--- src/rtl/fir_output_stage.sv ---
// fir_output_stage
//   Final stage of the FIR datapath. It takes the full-precision accumulated sum
//   from the delay chain, rounds away SHIFT fractional bits (half toward +inf),
//   saturates to an M-bit signed word and queues the result in a DEPTH-entry
//   FIFO. The FIFO drains over a valid/ready handshake, so the filter core never
//   has to stall.
//
//   Ports
//     clk        single clock, all state updates on the rising edge
//     rst        asynchronous active-high reset
//     ena        sample strobe shared with the delay chain; y_in valid when high
//     y_in       N-bit signed accumulated sum
//     q_out      M-bit signed sample at the FIFO head
//     q_valid    FIFO non-empty, q_out holds a real sample
//     q_ready    consumer takes the head when q_valid is also high
//     count      FIFO occupancy, 0..DEPTH
//     sat_flag   sticky, some sample had to be clamped
//     drop_flag  sticky, some sample was lost because the FIFO was full
module fir_output_stage #(
    parameter int N     = 32,
    parameter int M     = 16,
    parameter int SHIFT = 15,
    parameter int DEPTH = 4
) (
    input  logic                     clk,
    input  logic                     rst,
    input  logic                     ena,
    input  logic [N-1:0]             y_in,
    output logic [M-1:0]             q_out,
    output logic                     q_valid,
    input  logic                     q_ready,
    output logic [$clog2(DEPTH):0]   count,
    output logic                     sat_flag,
    output logic                     drop_flag
);

    localparam int AW = $clog2(DEPTH);
    localparam int RW = N + 1 - SHIFT;
    localparam logic signed [N:0]    HALF = (N+1)'(2 ** (SHIFT - 1));
    localparam logic signed [RW-1:0] MAXV = {{(RW-M+1){1'b0}}, {(M-1){1'b1}}};
    localparam logic signed [RW-1:0] MINV = {{(RW-M+1){1'b1}}, {(M-1){1'b0}}};
    localparam logic [AW:0]          FULL = (AW+1)'(DEPTH);

    logic signed [N:0]    rsum;
    logic                 unused_rsum_frac;
    logic signed [RW-1:0] r;
    logic                 v1;
    logic [M-1:0]         sample;
    logic                 sat_now;
    logic [M-1:0]         mem [DEPTH];
    logic [AW-1:0]        wrptr;
    logic [AW-1:0]        rdptr;
    logic [M-1:0]         last_q;
    logic                 push;
    logic                 pop;

    // The sum is widened by one bit before adding the half-LSB so that the
    // largest positive input cannot wrap. Keeping only the bits above SHIFT is
    // the arithmetic right shift; the fractional bits are simply discarded.
    assign rsum             = $signed({y_in[N-1], y_in}) + HALF;
    assign unused_rsum_frac = ^rsum[SHIFT-1:0];

    // Stage 1: rounding register. The valid bit follows ena on every edge so a
    // gap in the strobe becomes a bubble, while the data only moves when ena is
    // high.
    always_ff @(posedge clk or posedge rst) begin
        if (rst) begin
            r  <= '0;
            v1 <= 1'b0;
        end else begin
            v1 <= ena;
            if (ena)
                r <= rsum[N:SHIFT];
        end
    end

    // Stage 2: clamp the rounded value into the M-bit signed range. The
    // rounded value is a few bits wider than the output word, so both ends
    // can overflow.
    always_comb begin
        sample  = r[M-1:0];
        sat_now = 1'b0;
        if (r > MAXV) begin
            sample  = {1'b0, {(M-1){1'b1}}};
            sat_now = 1'b1;
        end else if (r < MINV) begin
            sample  = {1'b1, {(M-1){1'b0}}};
            sat_now = 1'b1;
        end
    end

    // A pop frees a slot on the same edge, so a full FIFO can still take a
    // new sample when the consumer is reading.
    assign q_valid = (count != '0);
    assign pop     = q_valid & q_ready;
    assign push    = v1 & ((count < FULL) | pop);

    // FIFO storage has no reset; entries are only ever read once the
    // occupancy counter says they were written.
    always_ff @(posedge clk) begin
        if (push)
            mem[wrptr] <= sample;
    end

    // FIFO control and sticky status. Pointers wrap naturally because DEPTH
    // is a power of two. last_q remembers the most recently popped head so
    // q_out holds steady when the FIFO runs dry.
    always_ff @(posedge clk or posedge rst) begin
        if (rst) begin
            wrptr     <= '0;
            rdptr     <= '0;
            count     <= '0;
            last_q    <= '0;
            sat_flag  <= 1'b0;
            drop_flag <= 1'b0;
        end else begin
            if (push)
                wrptr <= wrptr + 1'b1;
            if (pop) begin
                rdptr  <= rdptr + 1'b1;
                last_q <= mem[rdptr];
            end
            case ({push, pop})
                2'b10:   count <= count + 1'b1;
                2'b01:   count <= count - 1'b1;
                default: count <= count;
            endcase
            if (v1 && sat_now)
                sat_flag <= 1'b1;
            if (v1 && !push)
                drop_flag <= 1'b1;
        end
    end

    // Head entry drives the output while valid; otherwise the last head value
    // is held, which is also zero straight out of reset.
    assign q_out = q_valid ? mem[rdptr] : last_q;

endmodule

--- config.mk ---
export PLATFORM = sky130hd
export DESIGN_NAME = fir_output_stage
export DESIGN_NICKNAME = d
export VERILOG_FILES = /design/src/rtl/fir_output_stage.sv
export SDC_FILE = /design/constraint.sdc
export NUM_CORES = 1
export LEC_CHECK = 0
export BUFFER_PORTS_ARGS = -buffer_cell sky130_fd_sc_hd__clkbuf_2
export CORE_ASPECT_RATIO = 1.5
export CORE_MARGIN = 2
export CORE_UTILIZATION = 55
export CTS_BUF_LIST = sky130_fd_sc_hd__clkbuf_8
export DETAILED_ROUTE_END_ITERATION = 6
export PLACE_DENSITY = 0.73
export SYNTH_ARGS = -nofsm -noshare
export SYNTH_HDL_FRONTEND = slang
export SYNTH_SLANG_ARGS = --single-unit
--- constraint.sdc ---
create_clock -name clk -period 2.8 [get_ports clk]
set_input_delay 0.28 -clock clk [delete_from_list [all_inputs] [get_ports clk]]
set_output_delay 0.28 -clock clk [all_outputs]
set_load 0.03 [all_outputs]
==> impl_metrics.tcl, run 1 <==
set metrics [dict create \
    final_cells 511 \
    globalplace.congestion 0.7637 \
    portBuffers 43 \
    cts-buffers-inserted 9 \
    finalCriticalPeriod_ps 2351 \
    synth-seq-cells 108 \
    synthesis.instances 358 \
    crit_path_end_kind "output pin" \
    initial_antenna_violation_count 0 \
    cts.clk_slew.worst_paths_ps 90 \
    drc_violation_total_after_the_first_tritonroute_iteration 154 \
    coreArea_um2 8464 \
    ant_nets 0 \
    overflow_after_grt 0 \
    dieWidth_um 80.51 \
    grt_pass1_vias 2720 \
    p_sw_share_pct 34.45 \
    layout.cells.most_common "sky130_fd_sc_hd__edfxtp_1" \
    synth.net_count 401 \
    clock-root-buffer "sky130_fd_sc_hd__clkbuf_8" \
    p_clk_share_pct 18.6 \
    layout-drive-gt1-share_pct 29.21 \
    finalClockSkew_ps 8.676 \
    global_route.usage.total_pct 17.97 \
    drc 0 \
    clockBufferDepth 2 \
    post-cts-setup-buffers 0 \
    min_period_over_period_pct 83.96 \
    cts_tree "built" \
    layout-area-overhead-vs-synth_pct 11.06 \
    grt_pass1_wl_um 12970 \
    post_synth_num_cell_types 33 \
    relSlewSlack_pct 38.33 \
    rsz0062_at_grt "false" \
    share_of_the_core_filled_with_cells_pct 63.37 \
    power.share.combinational_pct 38.6 \
    seq_area_frac_synth_pct 62.59 \
    fmax_ghz 0.4254 \
    placedCellCount 495 \
    num-fill-cells 632 \
    cts-resized-gates 0 \
    r2r_start "count[2]$_DFFE_PP0P_" \
    synth_area_per_cell_um2 13.49 \
    routed_wl_per_cell_um 14.83 \
    worst_setup_path_start_kind "flop" \
    fp.dieArea_um2 9562 \
    antenna_cells_inserted 0 \
    pin_count_of_the_biggest_net_entering_global_routing 45 \
    critical_register_to_register_path_endpoint "count[2]$_DFFE_PP0P_" \
    finalMaxSlewViolations 0 \
    hold_buffers 0 \
    number_of_cells_on_the_worst_reg_to_reg_path 9 \
    cts.sink_count 108 \
    row_count 41 \
    reg2reg_slack_ps 780 \
    cellPowerDensity_nw_per_um2 984.6 \
    dr_total_vias 2698 \
    highest_fanout_seen_on_the_critical_path 18 \
    critical_path_required_ps 2520 \
    final_net_count 442 \
    clkLatencyLatePin_ps 360 \
    hold_path_class "input pin to asynchronous set/reset pin" \
    run_status "complete, no violations" \
    dpl.hpwl_um 5345 \
    layout.cells.most_common_list "sky130_fd_sc_hd__edfxtp_1 (64), sky130_fd_sc_hd__nor2_1 (58), sky130_fd_sc_hd__dfrtp_1 (44)" \
    hold_viol 0 \
    leakagePower_nw 2.055 \
    synth-warning-count 0 \
    startpoint "rdptr[0]$_DFFE_PP0P_" \
    final_total_pwr_mw 5.282 \
    drt_pass1_iterations 4 \
    seqPwrFrac_pct 42.8 \
    htree_levels 3 \
    max-cap-violations 0 \
    criticalPathCategory "flop to output pin" \
    routed_via_density 5.280 \
    chip_height_um 118.8 \
    post_synth_instance_area_um2 4830 \
    io-pin-count 58 \
    setup_viol_count_final 0 \
    worstPathArrival_ps 2070 \
    aggregate_routed_wire_length_um 7580 \
    internal_power_mw 3.462 \
    floorplan.initialDensity_pct 57.06 \
    tightest_slew_ps 923.7 \
    p_sw_mw 1.819 \
    fin_setup_tns_ps 0 \
    max-vdd-ir-drop_mv 0.5833 \
]
==> through the flow <==
step                      area, µm²  setup slack, ps  hold slack, ps
final                          5364            449.2           109.3
after global routing           5364            357.3           181.8
after CTS                      5364            406.0           126.1
after detailed placement       5142            758.8           471.6
after global placement         5142            802.9           467.2
after floorplan                4830            310.8           311.4
==> critical path: stages (launching register included) <==
cell	delay [ps]
sky130_fd_sc_hd__dfrtp_1	340
sky130_fd_sc_hd__buf_4	320
sky130_fd_sc_hd__mux4_2	590
sky130_fd_sc_hd__mux2_2	280
sky130_fd_sc_hd__clkbuf_2	180
==> routing by layer <==
layer	track usage [%]	part of all wire, %	up-vias
li1	-	-	1352
met1	23.55	42	1289
met2	29.53	53	48
met3	4.504	4.0	9
met4	5.297	1.4	0
met5	0	0	-
==> Yosys cell counts <==
master                      n  area share [%]
sky130_fd_sc_hd__inv_1     15             1.2
sky130_fd_sc_hd__or4_4      1            0.23
sky130_fd_sc_hd__mux2_2    33             7.7
sky130_fd_sc_hd__nor3_1     5            0.52
sky130_fd_sc_hd__a21oi_1   22             2.3
sky130_fd_sc_hd__buf_2      5            0.52
sky130_fd_sc_hd__and3_1     4            0.52
sky130_fd_sc_hd__or3_1      3            0.39
sky130_fd_sc_hd__xor2_1     5            0.91
sky130_fd_sc_hd__a31oi_1    3            0.39
sky130_fd_sc_hd__nor4_1     1            0.13
sky130_fd_sc_hd__nand2_1   19             1.5
sky130_fd_sc_hd__o21ai_0    5            0.52
sky130_fd_sc_hd__nand4_1    2            0.26
sky130_fd_sc_hd__nand4_4    1            0.44
sky130_fd_sc_hd__buf_1      3            0.23
sky130_fd_sc_hd__fa_1       1            0.41
sky130_fd_sc_hd__o22ai_1    1            0.13
sky130_fd_sc_hd__mux2i_1    2            0.41
sky130_fd_sc_hd__a21o_1     1            0.16
sky130_fd_sc_hd__nor4_2     1            0.26
sky130_fd_sc_hd__nor2_1    58             4.5
sky130_fd_sc_hd__clkbuf_1  10            0.78
sky130_fd_sc_hd__mux4_2    16             7.5
sky130_fd_sc_hd__a31o_2     1            0.18
sky130_fd_sc_hd__dfrtp_1   44              23
sky130_fd_sc_hd__and2_1     4            0.52
sky130_fd_sc_hd__nand2b_1   1            0.13
sky130_fd_sc_hd__edfxtp_1  64              40
sky130_fd_sc_hd__ha_1       6             1.6
sky130_fd_sc_hd__nand3_1    7            0.73
sky130_fd_sc_hd__xnor2_1   13             2.4
sky130_fd_sc_hd__o21bai_1   1            0.16
==> area by class of cell <==
class / instances / area (µm²) / area share, %
Sequential cell: 108 / 3023 / 56.36
Multi-Input combinational cell: 217 / 1677 / 31.26
Timing Repair Buffer: 48 / 252.7 / 4.712
Clock buffer: 13 / 178.9 / 3.336
Tap cell: 107 / 133.9 / 2.496
Inverter: 15 / 56.30 / 1.050
Clock inverter: 3 / 42.54 / 0.7931
==> registers in the layout, indices dropped and copies added (netlist names) <==
register and cells:
mem 64, r 18, last_q 16, count 3
rdptr 2, wrptr 2, drop_flag 1, sat_flag 1
v1 1
==> worst max path at each step <==
| stage | endpoint | slack (ps) |
|---|---|---|
| 3_5_place_dp | count[2]$_DFFE_PP0P_ | 760 |
| 3_3_place_gp | count[2]$_DFFE_PP0P_ | 800 |
| 2_1_floorplan | count[2]$_DFFE_PP0P_ | 310 |
| 5_1_grt | q_out[12] | 360 |
| 6_report | q_out[5] | 450 |
| 4_1_cts | q_out[5] | 410 |
==> power by group through the flow <==
stage                     clock network, mW  logic [mW]  registers (mW)
after floorplan                           0        1.57            2.28
after CTS                              1.01        2.08            2.26
after global placement                    0        2.01            2.27
final                                 0.982        2.04            2.26
after detailed placement                  0        2.06            2.30
after global routing                   1.07        2.22            2.30
==> cells by family after synthesis <==
family | after synthesis | synth area share (%)
flops | 108 | 62.59
simple gates | 107 | 10.10
mux | 51 | 15.57
compound gates | 34 | 3.809
buf+inv | 33 | 2.694
xor+xnor | 18 | 3.264
fa+ha+maj | 7 | 1.969
No activity file was read; power rests on OpenSTA's default activity.
==> inputs of run 2 (changes only) <==
--- a/config.mk
+++ b/config.mk
@@ -5,13 +5,14 @@
 export SDC_FILE = /design/constraint.sdc
 export NUM_CORES = 1
 export LEC_CHECK = 0
+export ABC_AREA = 1
 export BUFFER_PORTS_ARGS = -buffer_cell sky130_fd_sc_hd__clkbuf_2
 export CORE_ASPECT_RATIO = 1.5
 export CORE_MARGIN = 2
-export CORE_UTILIZATION = 55
+export CORE_UTILIZATION = 54
 export CTS_BUF_LIST = sky130_fd_sc_hd__clkbuf_8
 export DETAILED_ROUTE_END_ITERATION = 6
-export PLACE_DENSITY = 0.73
+export PLACE_DENSITY = 0.75
 export SYNTH_ARGS = -nofsm -noshare
 export SYNTH_HDL_FRONTEND = slang
 export SYNTH_SLANG_ARGS = --single-unit
==> constraint.sdc (replaced) <==
create_clock -name clk -period 1.9 [get_ports clk]
set_input_delay 0.19 -clock clk [delete_from_list [all_inputs] [get_ports clk]]
set_output_delay 0.19 -clock clk [all_outputs]
set_load 0.03 [all_outputs]
==> impl_metrics.tcl, run 2 <==
set metrics [dict create \
    number_of_cells_on_the_worst_reg_to_reg_path 10 \
    synthesis.instances 481 \
    critical_path_required_ps 1710 \
    r2r_start "count[2]$_DFFE_PP0P_" \
    clockBufferDepth 2 \
    initial_antenna_violation_count 0 \
    globalplace.congestion 0.8319 \
    fmax_ghz 0.5307 \
    ant_nets 0 \
    dpl.hpwl_um 6216 \
    synth_ff_type "sky130_fd_sc_hd__edfxtp_1" \
    drt_pass1_iterations 4 \
    grt_pass1_wl_um 14380 \
    synth.most_common_cell "sky130_fd_sc_hd__nand2_1" \
    drc_violation_total_after_the_first_tritonroute_iteration 355 \
    max-cap-violations 0 \
    wl_met3_um 473 \
    timing.hold.worst.start "y_in[31]" \
    layout-area-overhead-vs-synth_pct 18.93 \
    post_synth_num_cell_types 29 \
    clock-root-buffer "sky130_fd_sc_hd__clkbuf_8" \
    post_synth_instance_area_um2 4825 \
    global_route.usage.total_pct 19.73 \
    dieWidth_um 81.18 \
    clkLatencyLatePin_ps 370 \
    highest_fanout_seen_on_the_critical_path 13 \
    cellPowerDensity_nw_per_um2 1540 \
    layout.cells.most_common "sky130_fd_sc_hd__nand2_1" \
    min_period_over_period_pct 99.17 \
    max_flop_register "mem" \
    synth_edf_count 64 \
    io-pin-count 58 \
    synth_area_per_cell_um2 10.03 \
    max-vdd-ir-drop_mv 1.059 \
    row_count 42 \
    leakagePower_nw 2.371 \
    worstPathArrival_ps 1690 \
    floorplan.initialDensity_pct 54.98 \
    holdWs_ps 73.12 \
    rsz0062_at_grt "true" \
    tightest_slew_ps 363.5 \
    routed_wl_per_cell_um 14.64 \
    finalMaxSlewViolations 0 \
    coreArea_um2 8776 \
    grt_pass1_vias 3097 \
    finalClockSkew_ps 9.497 \
    criticalPathCategory "flop to output pin" \
    worstHoldPathCells 3 \
    cts-buffers-inserted 9 \
    met2_routed_wl_um 5219 \
    final_net_count 589 \
    synth.net_count 524 \
    detail_route.wirelength.met1_um 3788 \
    top_area_cell_type_share_of_the_netlist_area_pct 39.83 \
    cts.sink_count 108 \
    seq_area_frac_synth_pct 62.66 \
    worst_setup_path_start_kind "flop" \
    synthDominantAreaCellType "sky130_fd_sc_hd__edfxtp_1" \
    startpoint "rdptr[0]$_DFFE_PP0P_" \
    portBuffers 43 \
    largest_register_ffs 64 \
    relSlewSlack_pct 75.74 \
    routed_via_density 5.295 \
    top_layer_used "met4" \
    postSynth.asyncResetShare_pct 40.74 \
    overflow_after_grt 0 \
    aggregate_routed_wire_length_um 9680 \
    chip_height_um 119.8 \
    layout.cells.most_common_list "sky130_fd_sc_hd__nand2_1 (87), sky130_fd_sc_hd__nor2_1 (73), sky130_fd_sc_hd__edfxtp_1 (64)" \
    hold_viol 0 \
    finalCriticalPeriod_ps 1884 \
    htree_levels 3 \
    drc 0 \
    cts_tree "built" \
    setup_viol_count_final 0 \
    synth-seq-cells 108 \
    dr_total_vias 3500 \
    crit_path_end_kind "output pin" \
    fp.dieArea_um2 9722 \
    cts.clk_slew.worst_paths_ps 90 \
    synth-warning-count 0 \
    antenna_cells_inserted 0 \
    hold_path_class "input pin to flop" \
    run_status "complete, no violations" \
    largest_registers "mem x64, r x18, last_q x16" \
    synthTopCellsByCount "sky130_fd_sc_hd__nand2_1 (87), sky130_fd_sc_hd__nor2_1 (75), sky130_fd_sc_hd__edfxtp_1 (64)" \
    layout-drive-gt1-share_pct 20.69 \
    share_of_the_core_filled_with_cells_pct 65.38 \
    pin_count_of_the_biggest_net_entering_global_routing 35 \
    netlist_top_cells_area "sky130_fd_sc_hd__edfxtp_1 (40%), sky130_fd_sc_hd__dfrtp_1 (23%), sky130_fd_sc_hd__nand2_1 (6.8%), sky130_fd_sc_hd__nor2_1 (5.8%), sky130_fd_sc_hd__o21ai_0 (5.4%)" \
]
run 2: through the flow:
| step | power (mW) | std cells | setup WS (ps) | TNS [ps] | instance area (µm²) |
|---|---|---|---|---|---|
| floorplan | 5.800 | 481 | 2.917 | 0 | 4853 |
| global placement | 6.675 | 632 | 166.3 | 0 | 5265 |
| detailed placement | 6.803 | 632 | 98.50 | 0 | 5265 |
| CTS | 8.203 | 653 | 1.974 | 0 | 5519 |
| global route | 9.419 | 661 | -73.13 | -810.7 | 5738 |
| finish | 8.839 | 661 | 15.78 | 0 | 5738 |
run 2: layer usage:
layer	GRT usage, %	vias up
li1	-	1766
met1	24.07	1629
met2	33.26	93
met3	4.962	12
met4	7.521	0
met5	0	-
run 2: worst max-delay path: stages (launching register included):
cell and delay, ps:
sky130_fd_sc_hd__dfrtp_2 470, sky130_fd_sc_hd__clkinv_4 120, sky130_fd_sc_hd__buf_8 140, sky130_fd_sc_hd__nor2_1 50, sky130_fd_sc_hd__o22a_1 240, sky130_fd_sc_hd__o21ai_1 140
sky130_fd_sc_hd__buf_4 170
run 2: path summary, 6_finish.rpt:
kind,end,slack (ps)
worst max-delay path,q_out[0],20
worst min-delay path,r[17]$_DFFE_PP0P_,70
worst max register to register,count[2]$_DFFE_PP0P_,130
worst min register to register,sat_flag$_DFFE_PP0P_,470
max in group asynchronous,rdptr[1]$_DFFE_PP0P_,1180
min in group asynchronous,sat_flag$_DFFE_PP0P_,220
run 2: kinds of logic (layout without fill, tap and decap cells):
group,after synthesis,in the layout,synth area share (%)
buffers and inverters,56,126,4.824
xor gates and xnor gates,8,8,1.452
AOI/OAI and AO/OA,114,114,13.46
DFF,108,108,62.66
adders and majority gates,7,7,1.971
and+or+nand+nor,188,188,15.64
run 2: final cells by class:
class	instances	area, µm²
clock buffer	11	151.4
clock inverter	5	21.27
fill	683	3038
inverter	37	152.6
multi-input combinational	317	1617
sequential	108	3029
tap	110	137.6
timing repair buffer	73	629.4
run 2: what timing repair did:
item / 4_1_cts / 5_1_grt
pin swaps: 1 / 9
endpoints found under the setup margin: 16 / 17
gates cloned: 0 / 6
hold buffers: 1 / 0
buffers inserted: 4 / 2
hold endpoints to repair: 44 / 0
gates resized for setup: 10 / 69
run 2: power by group:
part	internal, mW	total [mW]	leakage, nW	switching [mW]
Clock	0.530	1.22	0.103	0.688
Sequential	3.09	3.35	1.11	0.262
Combinational	1.74	4.27	1.16	2.53
==> inputs of run 3 (changes only) <==
--- a/config.mk
+++ b/config.mk
@@ -8,11 +8,10 @@
 export ABC_AREA = 1
 export BUFFER_PORTS_ARGS = -buffer_cell sky130_fd_sc_hd__clkbuf_2
 export CORE_ASPECT_RATIO = 1.5
-export CORE_MARGIN = 2
-export CORE_UTILIZATION = 54
+export CORE_UTILIZATION = 45
 export CTS_BUF_LIST = sky130_fd_sc_hd__clkbuf_8
 export DETAILED_ROUTE_END_ITERATION = 6
-export PLACE_DENSITY = 0.75
+export PLACE_DENSITY = 0.64
 export SYNTH_ARGS = -nofsm -noshare
 export SYNTH_HDL_FRONTEND = slang
 export SYNTH_SLANG_ARGS = --single-unit
==> impl_metrics.tcl, run 3 (synthesized netlist as in run 2, its figures left out) <==
set metrics [dict create \
    post_dp_cell_area_um2 5306 \
    worst_setup_path_start_kind "flop" \
    rsz0062_at_grt "true" \
    dieWidth_um 86.55 \
    final_design_area_no_fill_um2 5723 \
    grt_pass1_wl_um 15350 \
    global_route.usage.total_pct 18.13 \
    num-fill-cells 906 \
    largest_register_ffs 64 \
    run_status "complete, no violations" \
    cts.sink_count 108 \
    reg2reg_slack_ps 150 \
    antenna_cells_inserted 0 \
    max-cap-violations 0 \
    layout_setup_ws_ps 24.87 \
    clkLatencyLatePin_ps 360 \
    dr_total_vias 3453 \
    drc_violation_total_after_the_first_tritonroute_iteration 145 \
    min_period_over_period_pct 98.69 \
    htree_levels 3 \
    finalMaxSlewViolations 0 \
    hold_path_class "input pin to flop" \
    finalCriticalPeriod_ps 1875 \
    chip_height_um 128.8 \
    cellPowerDensity_nw_per_um2 1536 \
    holdWs_ps 90.90 \
    floorplan.initialDensity_pct 47.08 \
    cts_tree "built" \
    largest_registers "mem x64, r x18, last_q x16" \
    worstPathArrival_ps 1690 \
    final_net_count 587 \
    portBuffers 43 \
    setup_viol_count_final 0 \
    relSlewSlack_pct 62.86 \
    initial_antenna_violation_count 0 \
    max_flop_register "mem" \
    fp.dieArea_um2 11150 \
    layout.cells.most_common_list "sky130_fd_sc_hd__nand2_1 (87), sky130_fd_sc_hd__nor2_1 (75), sky130_fd_sc_hd__edfxtp_1 (64)" \
    globalplace.congestion 0.7568 \
    hold_viol 0 \
    critical_path_required_ps 1710 \
    multiInputGateArea_um2 1619 \
    overflow_after_grt 0 \
    crit_path_end_kind "output pin" \
    cts-buffers-inserted 9 \
    fin_setup_tns_ps 0 \
    leakagePower_nw 2.359 \
    dpl_worst_slack_ps 151.0 \
    layout-area-overhead-vs-synth_pct 18.62 \
    layout-drive-gt1-share_pct 19.89 \
    ant_nets 0 \
    pin_count_of_the_biggest_net_entering_global_routing 45 \
    grt_pass1_vias 3273 \
    clock-root-buffer "sky130_fd_sc_hd__clkbuf_8" \
    clockBufferDepth 2 \
    final_total_pwr_mw 8.788 \
    crit_path_top_delay_cell "sky130_fd_sc_hd__dfrtp_2" \
    highest_fanout_seen_on_the_critical_path 6 \
    layout.cells.most_common "sky130_fd_sc_hd__nand2_1" \
    tightest_slew_ps 557.0 \
    coreArea_um2 10250 \
    regArea_um2 3029 \
    routed_via_density 5.012 \
    row_count 45 \
    crit_chain "clkinv_4, clkbuf_16, o21ai_2, o22a_1, o21ai_1, buf_4" \
    io-pin-count 58 \
    aggregate_routed_wire_length_um 9244 \
    criticalPathCategory "flop to output pin" \
    dpl.hpwl_um 6410 \
    drc 0 \
    critical-path-max-stage-delay_ps 460 \
    cts.clk_slew.worst_paths_ps 90 \
    max-vdd-ir-drop_mv 0.5233 \
    routed_wl_per_cell_um 13.42 \
    finalClockSkew_ps 8.728 \
    fmax_ghz 0.5333 \
    drt_pass1_iterations 4 \
]
run 3: changes by cell type in the layout (fill, tap and decap cells not counted), moves of 3 or more:
cell,before,now
sky130_fd_sc_hd__clkbuf_16,4,1
sky130_fd_sc_hd__o21ai_1,38,42
sky130_fd_sc_hd__buf_6,5,10
sky130_fd_sc_hd__o21ai_0,39,33
run 3: path summary, 6_finish.rpt:
check                                     startpoint                   end  depth (start not counted)
worst max register to register  count[2]$_DFFE_PP0P_  count[1]$_DFFE_PP0P_                          8
min in group asynchronous                        rst  sat_flag$_DFFE_PP0P_                          4
max in group asynchronous                        rst  rdptr[1]$_DFFE_PP0P_                          4
worst min-delay path                        y_in[31]     r[17]$_DFFE_PP0P_                          3
worst max-delay path            rdptr[0]$_DFFE_PP0P_              q_out[1]                          6
worst min register to register  sat_flag$_DFFE_PP0P_  sat_flag$_DFFE_PP0P_                          2
run 3: what timing repair did:
action / 4_1_cts / 5_1_grt
gates cloned: 0 / 1
hold buffers: 1 / 0
setup endpoints to repair: 16 / 17
resized for setup: 15 / 72
setup buffers: 5 / 2
hold endpoints to repair: 44 / 0
pin swaps: 0 / 18
run 3: layout make-up:
| type | instances | share of cell area (%) |
|---|---|---|
| Tap cell | 141 | 3.083 |
| Multi-Input combinational cell | 317 | 28.29 |
| Clock inverter | 6 | 1.312 |
| Timing Repair Buffer | 71 | 9.707 |
| Clock buffer | 9 | 2.164 |
| Sequential cell | 108 | 52.93 |
| Inverter | 37 | 2.514 |
run 3: power breakdown:
part           internal [mW]  total [mW]  switching, mW
clock network          0.717        1.41          0.690
registers               3.09        3.33          0.247
logic                   1.62        4.05           2.43
run 3: per-layer routing:
layer  up-vias  GRT usage [%]  wire length (µm)
li1       1757              -                 -
met1      1612          21.07              3978
met2        71          32.40              4826
met3        13          3.143               237
met4         0          8.235               202
met5         -              0                 0
run 3: through the flow:
stage | util (%) | std cells
5_1_grt | 55.85 | 689
6_report | 55.85 | 689
2_1_floorplan | - | 481
3_3_place_gp | 51.78 | 665
4_1_cts | 54.59 | 686
3_5_place_dp | 51.78 | 665
run 3: critical path, delay by kind of cell (launching register included):
kind,cells,cell delay (ps)
buf+inv,3,440
compound gates,3,420
flops,1,460
